===== src/rtl/inv_matrix_loader.sv =====
// Serial-to-parallel feeder for the 5x5 inverse stage: assembles A (and b when
// INV_LOADER_B_STREAM_EN is defined), holds it stable, times the settle window and flags results.
module inv_matrix_loader #(
  parameter int DW            = 32,
  parameter int N             = 5,
  parameter int SETTLE_CYCLES = 8
) (
  input  logic              clk,
  input  logic              rst,
  input  logic [DW-1:0]     in_data,
  input  logic              in_valid,
  input  logic              in_last,
  output logic              in_ready,
  output logic [N*N*DW-1:0] a_flat,
  output logic [N*N*DW-1:0] b_flat,
  output logic              res_valid,
  input  logic              res_ack,
  output logic              pivot_zero,
  output logic              frame_err
);

  localparam int NN = N * N;
`ifdef INV_LOADER_B_STREAM_EN
  localparam int FRAME_LEN = 2 * NN;
`else
  localparam int FRAME_LEN = NN;
`endif
  localparam int IDX_W = $clog2(FRAME_LEN + 1);
  localparam logic [IDX_W-1:0] LAST_IDX    = IDX_W'(FRAME_LEN - 1);
  localparam logic [7:0]       SETTLE_INIT = 8'(SETTLE_CYCLES - 1);

  function automatic logic [NN*DW-1:0] identity_mat();
    logic [NN*DW-1:0] m;
    m = '0;
    for (int r = 0; r < N; r++) begin
      m[(r*N+r)*DW +: DW] = DW'(1);
    end
    return m;
  endfunction

  typedef enum logic [1:0] {LOAD, SETTLE, HOLD} state_t;

  state_t           state_q;
  logic [IDX_W-1:0] idx_q;
  logic [7:0]       cnt_q;
  logic             in_ready_q;
  logic             res_valid_q;
  logic             pivot_zero_q;
  logic             frame_err_q;
  logic [NN*DW-1:0] a_q;

  logic accept;
  logic at_last;
  logic frame_bad;

  assign accept    = in_valid && in_ready_q;
  assign at_last   = (idx_q == LAST_IDX);
  // in_last must coincide exactly with the final index of the frame
  assign frame_bad = (in_last != at_last);

`ifdef INV_LOADER_B_STREAM_EN
  logic [NN*DW-1:0] b_q;
  assign b_flat = b_q;
`else
  assign b_flat = identity_mat();
`endif

  assign in_ready   = in_ready_q;
  assign a_flat     = a_q;
  assign res_valid  = res_valid_q;
  assign pivot_zero = pivot_zero_q;
  assign frame_err  = frame_err_q;

  always_ff @(posedge clk) begin
    if (rst) begin
      state_q      <= LOAD;
      idx_q        <= '0;
      cnt_q        <= '0;
      in_ready_q   <= 1'b0;
      res_valid_q  <= 1'b0;
      pivot_zero_q <= 1'b0;
      frame_err_q  <= 1'b0;
      a_q          <= '0;
`ifdef INV_LOADER_B_STREAM_EN
      b_q          <= '0;
`endif
    end else begin
      frame_err_q <= 1'b0;
      case (state_q)
        LOAD: begin
          in_ready_q <= 1'b1;
          if (accept) begin
            if (frame_bad) begin
              frame_err_q <= 1'b1;
              idx_q       <= '0;
            end else begin
`ifdef INV_LOADER_B_STREAM_EN
              if (int'(idx_q) < NN) begin
                a_q[int'(idx_q)*DW +: DW] <= in_data;
              end else begin
                b_q[(int'(idx_q)-NN)*DW +: DW] <= in_data;
              end
`else
              a_q[int'(idx_q)*DW +: DW] <= in_data;
`endif
              idx_q <= idx_q + IDX_W'(1);
              if (at_last) begin
                // element 0 was written earlier in this frame, so a_q already holds A00
                state_q      <= SETTLE;
                cnt_q        <= SETTLE_INIT;
                in_ready_q   <= 1'b0;
                pivot_zero_q <= (a_q[DW-1:0] == '0);
              end
            end
          end
        end
        SETTLE: begin
          in_ready_q <= 1'b0;
          if (cnt_q == 8'd0) begin
            state_q <= HOLD;
          end else begin
            cnt_q <= cnt_q - 8'd1;
          end
        end
        HOLD: begin
          in_ready_q  <= 1'b0;
          res_valid_q <= 1'b1;
          // an ack is only meaningful once the consumer has seen res_valid
          if (res_ack && res_valid_q) begin
            res_valid_q  <= 1'b0;
            idx_q        <= '0;
            pivot_zero_q <= 1'b0;
            in_ready_q   <= 1'b1;
            state_q      <= LOAD;
          end
        end
        default: begin
          state_q     <= LOAD;
          idx_q       <= '0;
          in_ready_q  <= 1'b0;
          res_valid_q <= 1'b0;
        end
      endcase
    end
  end

endmodule


===== config.mk =====
export PLATFORM = sky130hd
export DESIGN_NAME = inv_matrix_loader
export DESIGN_NICKNAME = d
export VERILOG_FILES = /design/src/rtl/inv_matrix_loader.sv
export SDC_FILE = /design/constraint.sdc
export NUM_CORES = 2
export LEC_CHECK = 0
export CAP_MARGIN = 15
export CORE_AREA = 2 2 633 635
export DETAILED_ROUTE_END_ITERATION = 12
export DIE_AREA = 0 0 635 637
export GPL_ROUTABILITY_DRIVEN = 0
export PLACE_DENSITY_LB_ADDON = 0.25
export SLEW_MARGIN = 20
export SYNTH_ARGS = -nofsm -noshare
export SYNTH_HDL_FRONTEND = slang
export SYNTH_SLANG_ARGS = --single-unit

===== constraint.sdc =====
create_clock -name clk -period 4.86 [get_ports clk]
set_clock_uncertainty 0.1 [all_clocks]
set_input_delay 0.972 -clock clk [delete_from_list [all_inputs] [get_ports clk]]
set_output_delay 0.972 -clock clk [all_outputs]
set_load 0.05 [all_outputs]

==> impl_metrics.env <==
export IMPL_drv_cap=0
export IMPL_drcViolationCount=0
export IMPL_cts_setup_buffers=0
export IMPL_start_util_pct=10.2
export IMPL_p_seq_share_pct=37.4
export IMPL_yosysTopAreaCell="dfxtp_1"
export IMPL_synthDistinctLibCells=68
export IMPL_powerDensity_nw_per_um2=319
export IMPL_power_uw=18000
export IMPL_crit_top_cell="inv_1"
export IMPL_reg2reg_from="idx_q[0]"
export IMPL_power_switching_uw=5820
export IMPL_crit_chain="inv_1 > ha_4 > nand4b_1 > inv_1 > ha_1 > or3_1 > or4_2 > or3_4 > mux2i_1"
export IMPL_holdCritStartpoint="a_flat[341]"
export IMPL_num_vias=35100
export IMPL_dp_cells=10500
export IMPL_routedWlPerCell_um=23.9
export IMPL_dp_slack_ns=0.290
export IMPL_yosysSeqAreaShare_pct=40.3
export IMPL_port_buffers=840
export IMPL_final_period_utilization_pct=90.9
export IMPL_cts_sinks=819
export IMPL_postRouteAntennaNets=0
export IMPL_endpoint="a_flat[42]"
export IMPL_worstPathMaxFanout=32
export IMPL_cp_end_kind="flop"
export IMPL_synth_area_leaders="dfxtp_1 40%, buf_4 15%, mux2i_1 12%"
export IMPL_grt_pass1_wl_um=328000
export IMPL_finalCriticalPeriod_ns=4.42
export IMPL_core_area_um2=398000
export IMPL_antenna_found_initial=70
export IMPL_syn_instance_count=4713
export IMPL_synth_top_area_share_pct=40.3
export IMPL_clkTransAtPathRegs_ns=0.06
export IMPL_setup_slack_ns=0.444
export IMPL_syn_to_final_growth_pct=38.9
export IMPL_drt_iter0_drc=2527
export IMPL_reg2reg_slack_ns=0.44
export IMPL_drv_slew=0
export IMPL_fp_dieArea_um2=404000
export IMPL_clockPowerShare_pct=49.4
export IMPL_yosys_warnings=0
export IMPL_crit_start="idx_q[0]"
export IMPL_max_vdd_ir_drop_uv=325
export IMPL_grt_usage_pct=11.9
export IMPL_stdcell_count=10700
export IMPL_syn_avg_cell_area_um2=8.63
export IMPL_synth_edf_count=0
export IMPL_hpwl_um=179000
export IMPL_setup_tns_ns=0
export IMPL_whs_ns=0.355
export IMPL_startpoint_type="flop"
export IMPL_crit_path_max_incr_delay_ns=0.89
export IMPL_async_flop_share_pct=0
export IMPL_viasPerCell=3.27
export IMPL_timing_worst_setup_path_type="flop to flop"
export IMPL_cts_resized=0
export IMPL_netlist_area_um2=40700
export IMPL_slew_headroom_pct=22.2
export IMPL_arrival_ns=5.04
export IMPL_wl_um=256000
export IMPL_die_w_um=635
export IMPL_yosys_top_cells_count="885 x nand2_1, 819 x dfxtp_1, 815 x buf_4, 485 x mux2i_1, 377 x clkbuf_1"
export IMPL_dr_pass1_iters=5
export IMPL_setup_viol=0
export IMPL_final_layout_size_suffix_gt1_share_pct=8.52
export IMPL_insertion_delay_ns=0.85
export IMPL_hp_class="flop to flop"
export IMPL_grt_max_degree=97
export IMPL_r2r_end="a_flat[42]"
export IMPL_rsz0062_at_grt="false"
export IMPL_rr_worst_depth=9
export IMPL_cts_hold_buf=0
export IMPL_grt_ovfl_total=0
export IMPL_cts_htree_levels=3
export IMPL_cts_buffers=111
export IMPL_path_buf_inv=2
export IMPL_power_frac_comb_pct=13.2
export IMPL_nets=5381
export IMPL_switching_share_pct=32.3
export IMPL_num_io_pins=1641
export IMPL_grt_pass1_vias=33100
export IMPL_required_ns=5.48
export IMPL_tightest_slew_ns=1.17
export IMPL_clock_tree_root_cell="clkbuf_16"
export IMPL_leakagePower_uw=0.0193
export IMPL_p_int_uw=12200
export IMPL_timing_fmax_ghz=0.226
export IMPL_worst_path_max_delay_cell="or4_2"
export IMPL_cts_tree="yes"
export IMPL_die_h_um=637
export IMPL_rows=232
export IMPL_ys_ff_latch=819
export IMPL_outcome="complete, no violations"
export IMPL_synth_most_common_cell="nand2_1"
export IMPL_hold_viol=0
export IMPL_synth_main_ff_cell="dfxtp_1"
export IMPL_cp_depth=9
export IMPL_path_delay_family="simple AND/OR/NAND/NOR gates"
export IMPL_clock_path_buffers=4
[layout make-up]
| type | instances | area (µm²) |
|---|---|---|
| fillers | 45000 | 341000 |
| multi-input cells | 3404 | 19800 |
| flip-flops and latches | 819 | 16400 |
| repair buffers | 991 | 9690 |
| well taps | 5265 | 6590 |
| clock buffers | 154 | 3150 |
| clock inverters | 45 | 717 |
| diodes | 23 | 57.6 |
| inverters | 11 | 48.8 |
[layout by cell type (no fill, tap or decap), drive strengths merged, types with 128 or more instances in the layout]
cell / instances
nand2: 885
mux2i: 485
conb: 800
a21oi: 170
nand3: 202
o31ai: 128
buf: 184
dfxtp: 819
o21ai: 133
clkdlybuf4s50: 807
clkbuf: 154
nand4: 164
[state kept, by name, indices dropped and copies added (netlist names)]
| signal | flops |
|---|---|
| frame_err | 1 |
| a_flat | 800 |
| cnt_q | 8 |
| state_q | 2 |
| pivot_zero | 1 |
| idx_q | 5 |
| res_valid | 1 |
| in_ready | 1 |
[worst register-to-register path, cell delays in order (launching register included)]
cell,delay [ns]
dfxtp_2,0.32
inv_1,0.16
ha_4,0.37
nand4b_1,0.26
inv_1,0.18
ha_1,0.29
or3_1,0.50
or4_2,0.90
or3_4,0.71
mux2i_1,0.52
[routing by layer]
metal  vias up  routed length (µm)  GRT usage, %
met5         -                  46             0
met4         6                6620          3.16
met3       240               14500          2.45
met2      1449              126000          20.8
met1     17500              108000          14.8
li1      15900                   -             -
[power groups by stage]
stage               combinational [µW]  sequential [µW]  clock, µW
CTS                               2430             6730       9270
floorplan                         2190             6910          0
global placement                  2420             6880          0
finish                            2380             6730       8910
global route                      2480             6730       9460
detailed placement                2430             6880          0
[worst min-delay path by stage]
stage	endpoint	slack (ns)	depth (start not counted)
after floorplan	cnt_q[6]	0.34	2
after global placement	a_flat[178]	0.34	2
after detailed placement	a_flat[431]	0.35	2
after CTS	a_flat[431]	0.36	2
after global routing	a_flat[343]	0.37	2
final	a_flat[341]	0.36	2
[per-stage QoR]
step                area (µm²)  util, %
finish                   56500     14.2
CTS                      56400     14.2
detailed placement       52600     13.2
global placement         52600     13.2
floorplan                43700        -
global route             56400     14.2
[cells by family after synthesis]
logic type	count (synthesis)	share of synthesized area [%]
DFF	819	40.3
xor gates and xnor gates	2	0.0431
muxes	486	12.0
other	2	0.0185
adders and majority gates	6	0.185
AOI/OAI and AO/OA	661	11.0
buffers and inverters	1288	19.8
and+or+nand+nor	1449	16.6
Power figures use the tool's default switching activity.
